$ cat src/rtl/dff_pkg.sv
// Shared types and sizing helpers for the dff_shift_bank register bank.
// Mode encodings are a typed enum so every consumer decodes the same values.
package dff_pkg;

    typedef enum logic [1:0] {
        MODE_HOLD   = 2'b00,
        MODE_SHIFT  = 2'b01,
        MODE_LOAD   = 2'b10,
        MODE_ROTATE = 2'b11
    } mode_t;

    // Width needed to count 0..depth inclusive.
    function automatic int fill_width(input int depth);
        return $clog2(depth + 1);
    endfunction

endpackage

$ cat src/rtl/dff_stage.sv
// One WIDTH-bit register stage with clock enable and synchronous active-low clear.
module dff_stage #(
    parameter int WIDTH = 8
) (
    input  logic             clk,
    input  logic             clr,
    input  logic             en,
    input  logic [WIDTH-1:0] d,
    output logic [WIDTH-1:0] q
);

    logic [WIDTH-1:0] r_q;

    always_ff @(posedge clk) begin
        if (!clr) begin
            r_q <= '0;
        end else if (en) begin
            r_q <= d;
        end
    end

    assign q = r_q;

endmodule

$ cat src/rtl/dff_shift_bank.sv
// DEPTH-stage word shift register with hold/shift/load/rotate modes, a tap mux,
// occupancy counting and a one-cycle overflow pulse on shifting past full.
module dff_shift_bank
    import dff_pkg::*;
#(
    parameter int WIDTH = 8,
    parameter int DEPTH = 4,
    localparam int TAP_W  = (DEPTH > 1) ? $clog2(DEPTH) : 1,
    localparam int FILL_W = fill_width(DEPTH)
) (
    input  logic                   clk,
    input  logic                   clr,
    input  logic                   en,
    input  logic [1:0]             mode,
    input  logic [WIDTH-1:0]       d,
    input  logic [DEPTH*WIDTH-1:0] load_data,
    input  logic [TAP_W-1:0]       tap_sel,
    output logic [WIDTH-1:0]       q,
    output logic [WIDTH-1:0]       tap_q,
    output logic [DEPTH*WIDTH-1:0] q_all,
    output logic [FILL_W-1:0]      fill,
    output logic                   full,
    output logic                   empty,
    output logic                   ovf
);

    localparam logic [FILL_W-1:0] FULL_COUNT = DEPTH[FILL_W-1:0];

    mode_t            w_mode;
    logic             w_stage_en;
    logic [WIDTH-1:0] w_stage    [DEPTH];
    logic [WIDTH-1:0] w_next     [DEPTH];
    logic [WIDTH-1:0] w_shift_in [DEPTH];
    logic [WIDTH-1:0] w_rot_in   [DEPTH];

    logic [FILL_W-1:0] r_fill;
    logic              r_ovf;

    assign w_mode     = mode_t'(mode);
    assign w_stage_en = en && (w_mode != MODE_HOLD);

    genvar gi;
    generate
        for (gi = 0; gi < DEPTH; gi++) begin : g_stage
            // Stage 0 is fed from d on shift and from the last stage on rotate.
            if (gi == 0) begin : g_head
                assign w_shift_in[gi] = d;
                assign w_rot_in[gi]   = w_stage[DEPTH-1];
            end else begin : g_body
                assign w_shift_in[gi] = w_stage[gi-1];
                assign w_rot_in[gi]   = w_stage[gi-1];
            end

            assign w_next[gi] = (w_mode == MODE_LOAD)   ? load_data[gi*WIDTH +: WIDTH] :
                                (w_mode == MODE_ROTATE) ? w_rot_in[gi]   :
                                (w_mode == MODE_SHIFT)  ? w_shift_in[gi] :
                                                          w_stage[gi];

            dff_stage #(
                .WIDTH(WIDTH)
            ) u_stage (
                .clk (clk),
                .clr (clr),
                .en  (w_stage_en),
                .d   (w_next[gi]),
                .q   (w_stage[gi])
            );

            assign q_all[gi*WIDTH +: WIDTH] = w_stage[gi];
        end
    endgenerate

    always_ff @(posedge clk) begin
        if (!clr) begin
            r_fill <= '0;
            r_ovf  <= 1'b0;
        end else if (!en) begin
            r_ovf <= 1'b0;
        end else begin
            r_ovf <= 1'b0;
            case (w_mode)
                MODE_SHIFT: begin
                    if (r_fill == FULL_COUNT) begin
                        r_ovf <= 1'b1;
                    end else begin
                        r_fill <= r_fill + FILL_W'(1);
                    end
                end
                MODE_LOAD: r_fill <= FULL_COUNT;
                default:   r_fill <= r_fill;
            endcase
        end
    end

    // Out-of-range selects match no stage and therefore read as zero.
    always_comb begin
        tap_q = '0;
        for (int i = 0; i < DEPTH; i++) begin
            if (tap_sel == i[TAP_W-1:0]) begin
                tap_q = w_stage[i];
            end
        end
    end

    assign q     = w_stage[DEPTH-1];
    assign fill  = r_fill;
    assign full  = (r_fill == FULL_COUNT);
    assign empty = (r_fill == '0);
    assign ovf   = r_ovf;

endmodule

$ cat config.mk
export PLATFORM = sky130hd
export DESIGN_NAME = dff_shift_bank
export DESIGN_NICKNAME = d
export VERILOG_FILES = /design/src/rtl/dff_pkg.sv /design/src/rtl/dff_stage.sv /design/src/rtl/dff_shift_bank.sv
export SDC_FILE = /design/constraint.sdc
export NUM_CORES = 1
export LEC_CHECK = 0
export CORE_UTILIZATION = 30
export DETAILED_ROUTE_END_ITERATION = 8
export PLACE_DENSITY = 0.65
export SLEW_MARGIN = 10
export SYNTH_ARGS = -nofsm -noshare
export SYNTH_HDL_FRONTEND = slang
export SYNTH_SLANG_ARGS = --single-unit
$ cat constraint.sdc
create_clock -name clk -period 1.7 [get_ports clk]
set_clock_uncertainty 0.1 [all_clocks]
set_input_delay 0.34 -clock clk [delete_from_list [all_inputs] [get_ports clk]]
set_output_delay 0.34 -clock clk [all_outputs]
set_load 0.05 [all_outputs]
* Word-level counts from Yosys, hierarchy flattened *
Cells that the tools add are included.

storage, ports and cells
  bits in registers = 36
  output and inout port bits = 54
  bits of input ports = 47
  word-level logic and storage cells = 43

cells by class
  reduce and logical (&&, ||, !) cells = 9
  eq/ne operators = 8
  $add $sub $neg = 1
  muxes and demuxes = 19

operator list
  kind                 count
  $mux 8               16
  $eq 2x2->1 const B   4
  $pmux 3 s2           1
  $reduce_and 3->1     2
  $eq 2x1->1 const B   2
  $reduce_bool 2->1    2
  $add 3x1->3 const B  1
  $eq 3x3->1 const B   1
  $logic_not 3->1      1
  $mux 3               1
  $reduce_bool 3->1    1
  $logic_not 2->1      1
  $ne 2x2->1 const B   1
  $reduce_and 2->1     1
  $logic_and 1x1->1    1
  $mux 1               1

* Depth between registers and ports, before layout *
Gate-level depths: netlist (run 1).

  depth after elaboration = 5
  depth in mapped cells = 6
  mapped depth without buffers = 6

* Cells and area by module *
Synthesis (run 1) repeated with hierarchy kept, for this count alone.

unflattened totals
  cells, all modules = 235
  area total of the unflattened synthesis = 2401.1 um2

modules (own cells, without submodules)
  module          seq. area each (um2)  area an instance (um2)  instances  cells an instance
  dff_stage       160.2                 301.5                   4          25
  dff_shift_bank  80.1                  1194.9                  1          135

* Worst setup path after synthesis (run 1) *
OpenSTA, ideal clock, no wires.

  path kind = reg-to-output
  start point = reg r_fill[0] (netlist: fill[0])
  end point = out empty
  cell stages (with the launch flop) = 4
  setup slack = -0.239 ns
  required time = 1.260 ns
  buffers on the path = 0
  arrival time = 1.499 ns
  cells stage by stage = dfxtp_1 inv_1 ha_1 nor2b_1

on the way
  longest elaborated chain between the ends = 1

ends and longest elaborated chain
  element                 line                   text
  start, declared         dff_shift_bank.sv:36   logic [FILL_W-1:0] r_fill;
  start signal, assigned  dff_shift_bank.sv:86   r_fill <= r_fill + FILL_W'(1);
  start signal, assigned  dff_shift_bank.sv:90   default: r_fill <= r_fill;
  $logic_not 3->1         dff_shift_bank.sv:108  assign empty = (r_fill == '0);
  end, declared           dff_shift_bank.sv:23   output logic empty,

Every way passes these cells.

* Worst setup path after layout (run 1) *
  start point = reg g_stage[3].u_stage.r_q[6]
  end point = out tap_q[6]

on the way
  longest elaborated chain between the ends = 1

ends and longest elaborated chain
  element                 line                  text
  start, declared         dff_stage.sv:12       logic [WIDTH-1:0] r_q;
  start signal, assigned  dff_stage.sv:16       r_q <= '0;
  start signal, assigned  dff_stage.sv:18       r_q <= d;
  $mux 8                  dff_shift_bank.sv:99  if (tap_sel == i[TAP_W-1:0]) begin
  end, declared           dff_shift_bank.sv:19  output logic [WIDTH-1:0] tap_q,

Every way passes these cells.

==> results of run 1 <==
==> kinds of logic after synthesis <==
logic type                 after synthesis  synth area share
AOI/OAI and AO/OA                       69             0.212
and+or+nand+nor                         72             0.160
adders and majority gates                2            0.0131
DFF                                     36             0.377
buffers and inverters                   31            0.0962
muxes                                   16             0.141
==> final timing paths <==
path	startpoint	endpoint	slack [ns]
setup / recovery	g_stage[3].u_stage.q[6]	tap_q[6]	-0.05
hold / removal	load_data[15]	g_stage[1].u_stage.q[7]	0.50
setup reg to reg	fill[0]	fill[2]	0.31
hold reg to reg	g_stage[1].u_stage.q[1]	g_stage[2].u_stage.q[1]	0.52
==> final cells by class <==
| class | instances | area (µm²) | area share |
|---|---|---|---|
| Inverter | 3 | 13.8 | 0.00348 |
| Multi-Input combinational cell | 159 | 1030 | 0.261 |
| Clock inverter | 3 | 42.5 | 0.0108 |
| Antenna cell | 1 | 2.50 | 0.000633 |
| Clock buffer | 5 | 68.8 | 0.0174 |
| Sequential cell | 36 | 764 | 0.193 |
| Timing Repair Buffer | 153 | 1940 | 0.490 |
| Tap cell | 75 | 93.8 | 0.0237 |
==> through the flow <==
stage	setup TNS, ns	total power [mW]	cell area (µm²)	setup slack, ns
final	-0.188	3.03	3960	-0.0462
after global routing	-0.437	3.16	3950	-0.0691
after CTS	-0.207	3.03	3920	-0.0533
after detailed placement	-9.62	2.22	3650	-0.461
after global placement	-8.77	2.21	3650	-0.455
after floorplan	0	1.57	1920	0.0118
==> flip-flops by register name, summed over array words and instances, names as in the netlist <==
name and cells:
fill 3, g_stage.u_stage.q 32, ovf 1
==> worst min-delay path, delay by kind of cell <==
family,cells,cell delay [ns]
and+or+nand+nor,1,0.06
buffers and inverters,1,0.40
AOI/OAI and AO/OA,1,0.06
==> power by group through the flow <==
stage               Combinational, mW  Sequential [mW]  Clock, mW
global placement                 1.23            0.979          0
global route                     1.38            0.951      0.823
detailed placement               1.24            0.980          0
floorplan                       0.384             1.19          0
CTS                              1.32            0.943      0.772
finish                           1.32            0.947      0.756
==> synthesized netlist by cell type <==
library cell,instances,area (µm²)
nand2b_1,1,6.26
o22ai_1,8,50.1
buf_6,1,11.3
a41o_1,1,10.0
mux2_2,8,90.1
a221oi_1,1,8.76
nor2b_1,2,12.5
nand3b_1,1,7.51
mux4_2,8,180
ha_1,2,25.0
nand4b_1,1,8.76
clkbuf_1,3,11.3
nor3b_1,1,7.51
a31oi_1,24,150
a221o_1,1,10.0
nand2_1,52,195
nand4_1,2,12.5
and3b_1,1,8.76
o21a_1,1,7.51
o2111ai_1,1,8.76
nor2_1,8,30.0
inv_1,3,11.3
buf_2,12,60.1
dfxtp_1,36,721
o21ai_0,32,160
nand3_1,1,5.00
buf_4,12,90.1
and3_1,2,12.5
==> routing by layer <==
metal	wire length, µm	track usage	part of all wire
met3	584	0.0522	0.084
met2	3330	0.334	0.48
met1	2940	0.286	0.42
met4	118	0.0737	0.017
met5	0	0	0
==> repair_timing <==
action,4_1_cts,5_1_grt
gates resized for setup,45,6
endpoints found under the setup margin,10,10
buffers inserted,9,1
cloned,0,0
pin swaps,0,0
==> out/summary.txt, run 1 <==
mapped cell area - 0.00191 mm²
Comb pwr share - 0.437
critical path data arrival time - 1.31 ns
fin nets - 407
CTS tree - done
critical path depth - 2
Die ar. - 0.00670 mm²
WP data required - 1.26 ns
part of the Yosys area used for sequential elements - 0.377
Worst R2R Path Depth - 4
Pre-antenna DRT Iters - 4
Post-Syn Nets - 275
fin crit share - 1.03
initial drt markers - 156
RSZ-0062 raised after global routing - yes
Worst Setup Slack, final - -0.0462 ns
clock sinks - 36
final number of hold-violating endpoints - 0
H-tree lvl count - 2
GRT overflow - 0
register share of total power - 0.313
Post-Synthesis Cells - 226
post-layout util - 0.657
worst path bufs/invs - 1
DRT Wirelength - 6.97 mm
Slew Limit Fails - 0
outcome - finished, violations left
Peak supply drop - 0.574 mV
Filler cells - 462
post-route insts no fill - 435
Layout area overhead - 107%
Net Sw Power - 1.03 mW
# IOs - 101
most frequent cells in the layout - nand2_1, buf_12, buf_4, clkdlybuf4s50_1, o21ai_0
worst hold stages - 3
post-detailed-route wirelength per cell - 16.0 µm
All-Layer GR Usage - 0.214
hold crit path type - input port to register
Tmin final - 1.75 ns
die width - 81.8 µm
Rows - 28
first-pass GRT wire length - 10.6 mm
post-DP HPWL - 5.24 mm
commonest non-fill, non-tap cell in the layout - nand2_1
fmax - 573 MHz
layout cells sized above 1 - 0.432
Yosys warning count - 0
delay-heaviest family, CP - multiplexers
Crit Path Category - register to output pin
Hold Buf Count CTS - 0
number of global-route vias before repair - 2060
die height - 81.8 µm
cts bufs inserted - 5
# setup viols final - 8
crit-path cells - mux4_2 -> buf_8
initial core utilization - 0.317
leakage - 1.62 nW
Reg clk slew, reported paths - 0.08 ns
Post-Syn Area per Cell - 8.46 µm²
worst hold margin - 0.499 ns
Clock Tree Root - clkbuf_8
CP max stage delay - 0.51 ns
core area - 0.00603 mm²
antenna-violating nets left - 0
initial antenna violation count - 1
clk_lat worst skew - 0.29 ns
Netlist cell types - 28
vias after detailed routing - 2222
Sw Share - 0.340
endpoint class of the critical path - output pin
IO buf count - 100
post-detailed-route via-to-cell ratio - 5.11
failing checks - negative setup slack
Worst-Margin Slew - 0.340 ns
PwrDens - 765 mW/mm²
critical path peak fanout - 2
# placed instances - 416
FF+latch count, synth - 36
max-cap viol count - 0
Final Wtd Congestion - 0.848
max_slew headroom - 0.773
slowest stage cell, crit path - mux4_2
crit start category - register
DR DRC count - 0
Clock Path Buffers - 2
clock share of power - 0.250
P_int - 2.00 mW
largest net degree at the start of global routing - 33
Power figures use the tool's default switching activity.
==> inputs of run 2 (changes only) <==
- CELL_PAD_IN_SITES_DETAIL_PLACEMENT: not set -> 1
- CELL_PAD_IN_SITES_GLOBAL_PLACEMENT: not set -> 1
- CORE_UTILIZATION: 30 -> 28
- CTS_BUF_LIST: not set -> sky130_fd_sc_hd__clkbuf_2
- PLACE_DENSITY: 0.65 -> 0.82
==> run 2 against run 1 <==
Compared with the run above:
- the flow finishes with violations (design-rule violations, negative setup slack)
- sequential power is 1% higher
- cell area is 3.0% lower
- worst hold slack got worse by 0.11 ns
- highest routed layer unchanged
- critical endpoint is now tap_q[0]
- setup slack lost 0.14 ns
==> out/summary.txt, run 2 (synthesized netlist as in run 1, its figures left out) <==
outcome - finished, violations left
failing checks - design-rule violations, negative setup slack
layout cells sized above 1 - 0.427 (-0.00516)
post-detailed-route via-to-cell ratio - 5.41 (+5.8%)
Worst-Margin Slew - 0.337 ns (-0.00307 ns)
WP data required - 1.26 ns (about the same)
die width - 84.6 µm (+3.4%)
r2r setup slk - 0.24 ns (-0.07 ns)
Reg clk slew, reported paths - 0.21 ns (+0.13 ns)
max_slew headroom - 0.773 (about the same)
number of global-route vias before repair - 2484 (+21%)
hold crit path type - input port to register
DR DRC count - 7 (+7)
first-pass GRT wire length - 14.1 mm (+33%)
Die ar. - 0.00716 mm² (+7.0%)
Peak supply drop - 0.303 mV (-47%)
Hold Buf Count CTS - 0 (unchanged)
TNS Setup - -1.33 ns (-1.15 ns)
DRT Wirelength - 8.95 mm (+28%)
die height - 84.6 µm (+3.4%)
Clock Tree Root - clkbuf_2
Clock Path Buffers - 2 (unchanged)
fin nets - 409 (+0.49%)
RR Startpoint - fill[0]
GRT overflow - 0 (unchanged)
ANT cells - 0 (-1)
max FFs per register - 32 (unchanged)
clock sinks - 36 (unchanged)
Rows - 29 (+3.6%)
Pwr Total - 2.70 mW (-11%)
Worst Setup Slack, final - -0.189 ns (-0.143 ns)
Tmin final - 1.89 ns (+0.143 ns)
commonest non-fill, non-tap cell in the layout - buf_4
final number of hold-violating endpoints - 0 (unchanged)
post-detailed-route wirelength per cell - 20.4 µm (+28%)
All-Layer GR Usage - 0.259 (+0.0451)
post-DP HPWL - 6.48 mm (+24%)
# setup viols final - 10 (+2)
Filler cells - 707 (+53%)
CTS tree - done
Pre-antenna DRT Iters - 7 (+3)
core area - 0.00646 mm² (+7.2%)
fmax - 529 MHz (-7.6%)
IO buf count - 100 (unchanged)
max-cap viol count - 0 (unchanged)
largest net degree at the start of global routing - 57 (+73%)
Hold Path Sink - g_stage[2].u_stage.q[4]
worst reg2reg path endpoint - fill[1]
initial core utilization - 0.296 (-0.0213)
PwrDens - 703 mW/mm² (-8.1%)
leakage - 1.59 nW (-1.8%)
Crit Path Category - register to output pin
H-tree lvl count - 2 (unchanged)
initial antenna violation count - 0 (-1)
Final Wtd Congestion - 0.817 (-3.6%)
Slew Limit Fails - 0 (unchanged)
fin crit share - 1.11 (+0.0841)
Layout area overhead - 101%
Worst R2R Path Depth - 7 (+3)
clk_lat worst skew - 0.40 ns (+0.11 ns)
critical path data arrival time - 1.45 ns (+0.14 ns)
initial drt markers - 114 (-27%)
RSZ-0062 raised after global routing - yes
cts bufs inserted - 5 (unchanged)
crit start category - register
vias after detailed routing - 2368 (+6.6%)
Hold Crit Start - load_data[20]
# IOs - 101 (unchanged)
worst hold stages - 3 (unchanged)
endpoint class of the critical path - output pin
critical path peak fanout - 2 (unchanged)
most frequent cells in the layout - buf_4, nand2_1, buf_12, clkdlybuf4s50_1, o21ai_0
antenna-violating nets left - 0 (unchanged)
-- run 2: changes by cell type in the layout (fill, tap and decap cells not counted), sizes merged --
cell         change
clkinv           +2
buf              +1
bufinv           -1
clkinvlp         -1
diode            -1
dlygate4sd2      +1
-- run 2: critical path, cell delays in order, from the launching register on --
cell and delay [ns]:
dfxtp_2 0.38, mux4_2 0.50, buf_8 0.17
-- run 2: final cells by class --
type                            count  area, µm²  share of cell area
Clock inverter                      3       13.8             0.00359
Tap cell                           77       96.3              0.0251
Clock buffer                        5       25.0             0.00652
Inverter                            3       16.3             0.00424
Sequential cell                    36        747               0.195
Timing Repair Buffer              155       1900               0.496
Multi-Input combinational cell    159       1040               0.270
-- run 2: layer usage --
| layer | share of wire | vias to the layer above | global-route usage |
|---|---|---|---|
| met2 | 0.52 | 99 | 0.474 |
| met3 | 0.058 | 6 | 0.0423 |
| li1 | - | 1074 | - |
| met1 | 0.41 | 1189 | 0.316 |
| met5 | 0 | - | 0 |
| met4 | 0.0099 | 0 | 0.0632 |
-- run 2: repair_timing --
item,in CTS,in global routing
setup buffers,8,3
gates resized for setup,38,1
hold endpoints to repair,0,0
pin swaps,1,1
endpoints found under the setup margin,10,10
gates cloned,0,0
-- run 2: worst max-delay path by stage --
stage	startpoint	end	slack, ns	cells past startpoint
after global routing	g_stage[1].u_stage.q[0]	tap_q[0]	-0.23	2
final	g_stage[1].u_stage.q[0]	tap_q[0]	-0.19	2
after global placement	tap_sel[1]	tap_q[0]	-0.46	4
after detailed placement	tap_sel[1]	tap_q[0]	-0.48	4
after CTS	g_stage[3].u_stage.q[0]	tap_q[0]	-0.20	2
after floorplan	fill[0]	fill[0]	0.01	6
-- run 2: stage by stage --
stage	instance area [µm²]	setup WS [ns]	cells	utilization	hold WS (ns)
floorplan	1920	0.0118	226	-	0.392
global placement	3630	-0.458	419	0.562	0.435
detailed placement	3630	-0.484	419	0.562	0.446
CTS	3810	-0.197	435	0.590	0.370
global route	3840	-0.228	438	0.594	0.374
finish	3840	-0.189	438	0.594	0.391
-- run 2: where the power goes --
group / total (mW) / internal [mW] / switching [mW]
logic: 1.34 / 0.646 / 0.695
registers: 0.957 / 0.909 / 0.0474
clock network: 0.400 / 0.0923 / 0.308
